`config.mk`:
```
export PLATFORM = sky130hd
export DESIGN_NAME = apb_pad_cfg_sequencer
export DESIGN_NICKNAME = d
export VERILOG_FILES = /design/src/rtl/pad_cfg_pkg.sv /design/src/rtl/apb_pad_cfg_sequencer.sv
export SDC_FILE = /design/constraint.sdc
export NUM_CORES = 1
export LEC_CHECK = 0
export ABC_AREA = 0
export BUFFER_PORTS_ARGS = -buffer_cell sky130_fd_sc_hd__buf_4
export CAP_MARGIN = 10
export CORE_UTILIZATION = 46
export CTS_CLUSTER_SIZE = 8
export DETAILED_ROUTE_END_ITERATION = 8
export PLACE_DENSITY_LB_ADDON = 0.08
export SLEW_MARGIN = 20
export SYNTH_ARGS = -nofsm -noshare
export SYNTH_HDL_FRONTEND = slang
export SYNTH_SLANG_ARGS = --single-unit
```
`constraint.sdc`:
```
create_clock -name HCLK -period 1.9 [get_ports HCLK]
set_clock_uncertainty 0.15 [all_clocks]
set_input_delay 0.285 -clock HCLK [delete_from_list [all_inputs] [get_ports HCLK]]
set_output_delay 0.285 -clock HCLK [all_outputs]
set_load 0.03 [all_outputs]
```
`src/rtl/pad_cfg_pkg.sv`:
```
// pad_cfg_pkg: shared types and constants for the pad-configuration APB sequencer.
//   - pad_cfg_state_e : sequencer FSM states (read-back states exist only when
//                       PAD_CFG_VERIFY_EN is defined)
//   - register offsets of the pad-control slave and pad address stride
//   - pack_pad_cfg()  : spreads a 6-bit pad config into the slave's 32-bit word
package pad_cfg_pkg;

    typedef enum logic [2:0] {
        StIdle   = 3'd0,
        StSetup  = 3'd1,
        StAccess = 3'd2,
        StDone   = 3'd3
`ifdef PAD_CFG_VERIFY_EN
        ,
        StRSetup  = 3'd4,
        StRAccess = 3'd5
`endif
    } pad_cfg_state_e;

    localparam logic [31:0] REG_PAD_MUX_OFS  = 32'h0000_0000;
    localparam logic [31:0] REG_PAD_CONF_OFS = 32'h0000_0004;

    // Pad k's config register sits at (k << PAD_IDX_SHIFT) + REG_PAD_CONF_OFS.
    localparam int unsigned PAD_IDX_SHIFT = 5;
    localparam int unsigned PAD_CFG_W     = 6;

    // Config field b lands on bit 5*b of the slave's data word.
    localparam int unsigned PAD_FLD0_POS = 0;
    localparam int unsigned PAD_FLD1_POS = 5;
    localparam int unsigned PAD_FLD2_POS = 10;
    localparam int unsigned PAD_FLD3_POS = 15;
    localparam int unsigned PAD_FLD4_POS = 20;
    localparam int unsigned PAD_FLD5_POS = 25;

    function automatic logic [31:0] pack_pad_cfg(input logic [PAD_CFG_W-1:0] cfg);
        logic [31:0] w_word;
        w_word               = '0;
        w_word[PAD_FLD0_POS] = cfg[0];
        w_word[PAD_FLD1_POS] = cfg[1];
        w_word[PAD_FLD2_POS] = cfg[2];
        w_word[PAD_FLD3_POS] = cfg[3];
        w_word[PAD_FLD4_POS] = cfg[4];
        w_word[PAD_FLD5_POS] = cfg[5];
        return w_word;
    endfunction

endpackage

```
`src/rtl/apb_pad_cfg_sequencer.sv`:
```
// apb_pad_cfg_sequencer: APB master that programs the pad-control slave on request.
// On start_i (in IDLE) it snapshots mux_val_i / cfg_val_i and issues back-to-back
// APB writes: the pad-mux word, then one config word per pad.
// Optional macro PAD_CFG_VERIFY_EN: every write is followed by a read-back of the
// same address; a data mismatch or PSLVERR aborts the sequence with error_o set.
// Ports:
//   HCLK, HRESET            clock, synchronous active-high reset
//   start_i                 request a sequence (only honoured in IDLE)
//   mux_val_i, cfg_val_i    pad-mux word, packed 6-bit per-pad configs
//   busy_o, done_o, error_o status: in progress, end pulse, sticky error
//   PADDR..PENABLE          APB master request outputs
//   PRDATA, PREADY, PSLVERR APB slave response inputs
module apb_pad_cfg_sequencer
    import pad_cfg_pkg::*;
#(
    parameter int unsigned                APB_ADDR_WIDTH = 12,
    parameter int unsigned                N_PADS         = 21,
    parameter logic [APB_ADDR_WIDTH-1:0]  BASE_ADDR      = '0
) (
    input  logic                        HCLK,
    input  logic                        HRESET,
    input  logic                        start_i,
    input  logic [31:0]                 mux_val_i,
    input  logic [6*N_PADS-1:0]         cfg_val_i,
    output logic                        busy_o,
    output logic                        done_o,
    output logic                        error_o,
    output logic [APB_ADDR_WIDTH-1:0]   PADDR,
    output logic [31:0]                 PWDATA,
    output logic                        PWRITE,
    output logic                        PSEL,
    output logic                        PENABLE,
    input  logic [31:0]                 PRDATA,
    input  logic                        PREADY,
    input  logic                        PSLVERR
);

    localparam int unsigned CFG_W    = PAD_CFG_W * N_PADS;
    localparam logic [5:0]  LAST_IDX = 6'(N_PADS);

    pad_cfg_state_e r_state, w_state_next;

    // r_idx is the entry currently on the bus: 0 = mux word, j = pad j-1.
    logic [5:0]                r_idx;
    logic [CFG_W-1:0]          r_cfg;
    logic [APB_ADDR_WIDTH-1:0] r_paddr;
    // Holds the mux snapshot for entry 0, then each pad's packed word.
    logic [31:0]               r_pwdata;
    logic                      r_error;

    logic                      w_last;
    logic                      w_advance;
    logic                      w_set_error;
    logic [PAD_CFG_W-1:0]      w_next_cfg;
    logic [APB_ADDR_WIDTH-1:0] w_next_addr;

    // The next entry after r_idx is pad k = r_idx.
    assign w_last      = (r_idx == LAST_IDX);
    assign w_next_cfg  = r_cfg[r_idx*PAD_CFG_W +: PAD_CFG_W];
    assign w_next_addr = BASE_ADDR
                       + APB_ADDR_WIDTH'(32'(r_idx) << PAD_IDX_SHIFT)
                       + APB_ADDR_WIDTH'(REG_PAD_CONF_OFS);

`ifndef PAD_CFG_VERIFY_EN
    logic w_unused_prdata;
    assign w_unused_prdata = ^PRDATA;
`endif

    always_comb begin
        w_state_next = r_state;
        w_advance    = 1'b0;
        w_set_error  = 1'b0;
        unique case (r_state)
            StIdle:   if (start_i) w_state_next = StSetup;
            StSetup:  w_state_next = StAccess;
            StAccess: begin
                if (PREADY) begin
                    if (PSLVERR) begin
                        w_set_error  = 1'b1;
                        w_state_next = StDone;
`ifdef PAD_CFG_VERIFY_EN
                    end else begin
                        w_state_next = StRSetup;
                    end
`else
                    end else if (w_last) begin
                        w_state_next = StDone;
                    end else begin
                        w_advance    = 1'b1;
                        w_state_next = StSetup;
                    end
`endif
                end
            end
`ifdef PAD_CFG_VERIFY_EN
            StRSetup:  w_state_next = StRAccess;
            StRAccess: begin
                if (PREADY) begin
                    if (PSLVERR || (PRDATA != r_pwdata)) begin
                        w_set_error  = 1'b1;
                        w_state_next = StDone;
                    end else if (w_last) begin
                        w_state_next = StDone;
                    end else begin
                        w_advance    = 1'b1;
                        w_state_next = StSetup;
                    end
                end
            end
`endif
            StDone:   w_state_next = StIdle;
            default:  w_state_next = StIdle;
        endcase
    end

    always_comb begin
        PSEL    = 1'b0;
        PENABLE = 1'b0;
        PWRITE  = 1'b0;
        done_o  = 1'b0;
        unique case (r_state)
            StSetup:   begin PSEL = 1'b1; PWRITE = 1'b1; end
            StAccess:  begin PSEL = 1'b1; PWRITE = 1'b1; PENABLE = 1'b1; end
`ifdef PAD_CFG_VERIFY_EN
            StRSetup:  PSEL = 1'b1;
            StRAccess: begin PSEL = 1'b1; PENABLE = 1'b1; end
`endif
            StDone:    done_o = 1'b1;
            default:   ;
        endcase
    end

    // busy_o tracks PSEL: high in every state but IDLE and DONE.
    assign busy_o  = PSEL;
    assign error_o = r_error;
    assign PADDR   = r_paddr;
    assign PWDATA  = r_pwdata;

    always_ff @(posedge HCLK) begin
        if (HRESET) begin
            r_state  <= StIdle;
            r_idx    <= '0;
            r_cfg    <= '0;
            r_paddr  <= '0;
            r_pwdata <= '0;
            r_error  <= 1'b0;
        end else begin
            r_state <= w_state_next;
            if ((r_state == StIdle) && start_i) begin
                r_cfg    <= cfg_val_i;
                r_idx    <= '0;
                r_error  <= 1'b0;
                r_paddr  <= BASE_ADDR + APB_ADDR_WIDTH'(REG_PAD_MUX_OFS);
                r_pwdata <= mux_val_i;
            end else if (w_advance) begin
                r_idx    <= r_idx + 6'd1;
                r_paddr  <= w_next_addr;
                r_pwdata <= pack_pad_cfg(w_next_cfg);
            end
            if (w_set_error) r_error <= 1'b1;
        end
    end

endmodule

```
# ---- After elaboration in Yosys (flattened, before gate mapping)
# Index checks and enable logic that the tools add are counted.
dict set report word_totals {
  word_cells 42
  out_inout_bits 50
  regBits 180
}
dict set report classes {
  reduce_logical 7
  n_shift 1
  mux 19
  n_eq_ne 6
  multipliers 1
  add_sub_neg 2
}
# operator n
set op_table {}
lappend op_table {{$shiftx A126 B10 Y6} 1}
lappend op_table {{$mux W32} 2}
lappend op_table {{$add A11 B3 Y12 const B} 1}
lappend op_table {{$mux W1} 12}
lappend op_table {{$pmux W3 S3} 1}
lappend op_table {{$mul A6 B2 Y8 const B} 1}
lappend op_table {{$add A6 B1 Y6 const B} 1}
lappend op_table {{$eq A3 B2 Y1 const B} 2}
lappend op_table {{$eq A6 B5 Y1 const B} 1}
lappend op_table {{$mux W3} 2}
lappend op_table {{$mux W2} 2}
lappend op_table {{$ne A2 B2 Y1 const B} 2}
lappend op_table {{$reduce_bool A2 Y1} 2}
lappend op_table {{$reduce_or A2 Y1} 2}
lappend op_table {{$eq A3 B1 Y1 const B} 1}
lappend op_table {{$logic_not A3 Y1} 1}
lappend op_table {{$reduce_and A2 Y1} 1}
lappend op_table {{$logic_and A1 B1 Y1} 1}

# ---- Longest topological paths before layout
dict set report logic_depth {
  word_depth 7
  mapped_depth 8
}

# ---- Worst setup path before layout
# OpenSTA, ideal clock, no wires.
dict set report synth_path {
  path_kind {reg2reg}
  start {register r_state[0]}
  end {register r_pwdata[25], in the netlist PWDATA[25]}
  t_arrival_ns 1.755
  path_slack_ns -0.141
  path_buffers 0
  path_stages_with_launch 8
  period_less_slack_ns 2.041
  cell_sequence {dfxtp_1 -> inv_1 -> ha_1 -> nand3b_1 -> a31oi_4 -> nor2_2 -> a221oi_1 -> o211ai_1}
}
dict set report synth_between {
  elab_chain_cells 3
  elab_cells_between_ends 6
}
# item line_no
set synth_lines {}
lappend synth_lines {{start, declared} apb_pad_cfg_sequencer.sv:41} ;# pad_cfg_state_e r_state, w_state_next;
lappend synth_lines {{start signal, assigned} apb_pad_cfg_sequencer.sv:141} ;# r_state <= StIdle;
lappend synth_lines {{start signal, assigned} apb_pad_cfg_sequencer.sv:148} ;# r_state <= w_state_next;
lappend synth_lines {{$eq A3 B2 Y1 or $logic_not A3 Y1 (tied branches)} {apb_pad_cfg_sequencer.sv:73, apb_pad_cfg_sequencer.sv:149}}
lappend synth_lines {{$mux W1 or $logic_and A1 B1 Y1 (tied branches)} {apb_pad_cfg_sequencer.sv:73, apb_pad_cfg_sequencer.sv:149}}
lappend synth_lines {{$reduce_bool A2 Y1 (no source line) or $mux W32 (tied branches)} n/a}
lappend synth_lines {{end signal, assigned} apb_pad_cfg_sequencer.sv:154} ;# r_pwdata <= mux_val_i;
lappend synth_lines {{end signal, assigned} apb_pad_cfg_sequencer.sv:158} ;# r_pwdata <= pack_pad_cfg(w_next_cfg);
lappend synth_lines {{end, declared} apb_pad_cfg_sequencer.sv:48} ;# logic [31:0] r_pwdata;
# Several ways; a longest one is shown, not always the timed one.
# A chain may end at the register's enable or synchronous reset.

# ---- Worst setup path in the final report
dict set report layout_path {
  start {input port PSLVERR}
  end {register r_pwdata[31], in the netlist PWDATA[31]}
}
dict set report layout_between {
  elab_chain_cells 4
}
# item line_no
set layout_lines {}
lappend layout_lines {{start, declared} apb_pad_cfg_sequencer.sv:35} ;# input logic PSLVERR
lappend layout_lines {{$mux W1} apb_pad_cfg_sequencer.sv:78} ;# if (PSLVERR) begin
lappend layout_lines {{$mux W1} apb_pad_cfg_sequencer.sv:77} ;# if (PREADY) begin
lappend layout_lines {{$mux W1} apb_pad_cfg_sequencer.sv:73} ;# unique case (r_state)
lappend layout_lines {{$reduce_bool A2 Y1 (no source line)} n/a}
# No other way between the ends.

==> impl_metrics.toml <==
[yosys]
yosysWarnings = 0
synth_edf_count = 0
ys_top_cells_by_area = "dfxtp_1 (48%), nand2_1 (14%), a21oi_1 (9.1%)"
synth_top_area_cell = "dfxtp_1"
synthArstFlopShare = 0
syn_inst = 858
synth_area_sq_mm = 0.00733
netlist-cell-type-count = 52
synth_top_flop_cell = "dfxtp_1"
syn_avg_cell_area_sq_um = 8.55
synth_top_area_share = 0.475
ys_ff_latch = 174
ys_seq_area_frac = 0.475

[critical_path]
critical_path_peak_fanout = 13
crit_required_ns = 2.05
critical_path_class = "in -> reg"
worstReg2RegEnd = "PWDATA[20]"
crit_path_start_kind = "input port"
arrival_ns = 2.00
rrSetupSlack_ns = 0.06
regToRegStartpoint = "r_idx[2]"
end_kind = "flip-flop"
r2r_cells = 6

[sta]
min_period_ns = 1.85
rsz0062_at_grt = "true"
fmax_ghz = 0.542
finalMaxSlewViolations = 0
fin_tns_setup_ns = 0
setup_viol = 0
hold_viol = 0
worst_hold_slack_ns = 0.259
worst_slack_ns = 0.0538
relSlewSlack = 0.499
worst_pin_slew_ns = 0.751
period_share = 0.972

[placement]
dp_hpwl_microns = 13800
dpl_cell_area_sq_mm = 0.00912
place_ws_ns = -0.0941
gp_congestion = 0.822
dp_cells = 1238
io_buffers = 207

[cts]
cts_buffer_depth = 2
clock-sinks = 174
insertion_delay_ns = 0.42
post_cts.repair.setup_buffers = 0
cts_tree = "yes"
cts_buffers = 17
clk_pin_slew_worst_paths_ns = 0.07
root_buffer = "clkbuf_16"
htreeDepth = 4

[floorplanning]
die_h_microns = 128
row_count = 45
core_area_sq_mm = 0.0154
start_util = 0.477
die_x_microns = 128
fp.dieArea_sq_mm = 0.0164
pin_count = 245

[global_routing]
antenna_found_initial = 0
grt_max_degree = 84
grt_overflow = 0
grt_pass1_wl_microns = 35400
grt_pass1_vias = 7144
grtUsageTotal = 0.278

[outcome]
status = "completed"

[detailed_routing]
vias = 7374
drtIter0Drc = 544
drt-wirelength-per-cell_microns = 15.7
wl_microns = 22500
dr.pass1.iters = 5
drtAntennaViolNets = 0
viasPerCell = 5.15
drc = 0

[layout]
n_fill_cell = 1123
final_core_utilization = 0.742
instances_no_fill = 1432
area_delta_synth_final_pct = 55.6
final_layout_size_suffix_gt1_frac = 0.255
finalInstanceArea_sq_mm = 0.0114
layout.nets = 1408
antenna_cells = 0

[min_path]
whs_path_depth = 4
min_from = "start_i"
holdCritPathClass = "in -> reg"
holdPathEnd = "r_state[0]"

[flow_run]
drv_cap = 0

[pwr]
finalPower_mw = 11.4
worst_ir_drop_vdd_v = 0.000768
p_leak_nw = 4.68
powerDensity_mw_per_mm2 = 999
==> per-layer routing <==
metal | track usage | wire (microns) | vias to the layer above
met5 | 0 | 0 | -
met2 | 0.457 | 10800 | 249
met3 | 0.0576 | 1090 | 42
met4 | 0.0997 | 540 | 0
met1 | 0.359 | 10000 | 3468
li1 | - | - | 3615
==> cell families after synthesis <==
logic type / Yosys count / share of synthesized area
simple gates: 343 / 0.189
compound gates: 199 / 0.165
flops: 174 / 0.475
buf+inv: 78 / 0.0527
mux: 53 / 0.104
fa+ha+maj: 5 / 0.00853
xor+xnor: 5 / 0.00597
other cells: 1 / 0.000511
==> final cells by class <==
class	count	area [sq um]	area share
clock buffers	17	425	0.0373
clock inverters	15	186	0.0163
inverters	7	26.3	0.00230
multi-input cells	611	3550	0.311
flip-flops and latches	174	3490	0.306
well taps	211	264	0.0231
repair buffers	397	3470	0.304
==> cells in the mapped netlist (6+ instances only) <==
| cell type | n |
|---|---|
| nand2_1 | 271 |
| dfxtp_1 | 174 |
| a21oi_1 | 134 |
| nor2_1 | 46 |
| clkbuf_1 | 39 |
| a22oi_1 | 37 |
| mux2i_1 | 28 |
| buf_2 | 14 |
| buf_4 | 14 |
| mux4_2 | 10 |
| inv_1 | 6 |
==> sequential cells by signal, indices dropped and copies added, names as in the netlist <==
signal,flops
r_state,2
PWDATA,32
r_cfg,126
PADDR,7
r_idx,6
error_o,1
==> power by group <==
part	switching, mW	internal [mW]
logic	1.90	1.42
clock network	1.52	2.09
registers	0.284	4.18
==> worst max-delay path: stages <==
cell           delay, ns
dlygate4sd3_1       0.54
buf_4               0.15
nand3b_1            0.21
a31oi_4             0.22
buf_4               0.22
nor2_4              0.11
a22oi_1             0.19
nor2_1              0.07
==> worst max path at each step <==
stage	cells past startpoint	start	end	slack (ns)
4_1_cts	6	r_idx[2]	PWDATA[20]	0.01
3_3_place_gp	8	r_state[0]	PWDATA[23]	-0.04
3_5_place_dp	8	r_state[0]	PWDATA[11]	-0.09
2_1_floorplan	7	r_idx[1]	PWDATA[25]	0.02
6_report	8	PSLVERR	PWDATA[31]	0.05
5_1_grt	7	PSLVERR	PWDATA[0]	-0.005
==> timing repair <==
| action | 4_1_cts | 5_1_grt |
|---|---|---|
| resized for setup | 1 | 13 |
| setup endpoints to repair | 26 | 45 |
| endpoints found under the hold margin | 159 | 0 |
| gates cloned | 1 | 0 |
| pin swaps | 1 | 3 |
| hold buffers | 161 | 0 |
==> cells in the final DEF, fill, tap and decap left out, drive strengths merged, types with 6 or more instances in the layout <==
| master | count |
|---|---|
| clkbuf | 17 |
| mux4 | 15 |
| and2 | 6 |
| nand2 | 271 |
| mux2 | 10 |
| a21oi | 134 |
| dfxtp | 174 |
| a22oi | 37 |
| nor2 | 49 |
| dlygate4sd3 | 161 |
| inv | 11 |
| mux2i | 28 |
| buf | 236 |
(Power assumes the default switching activity.)
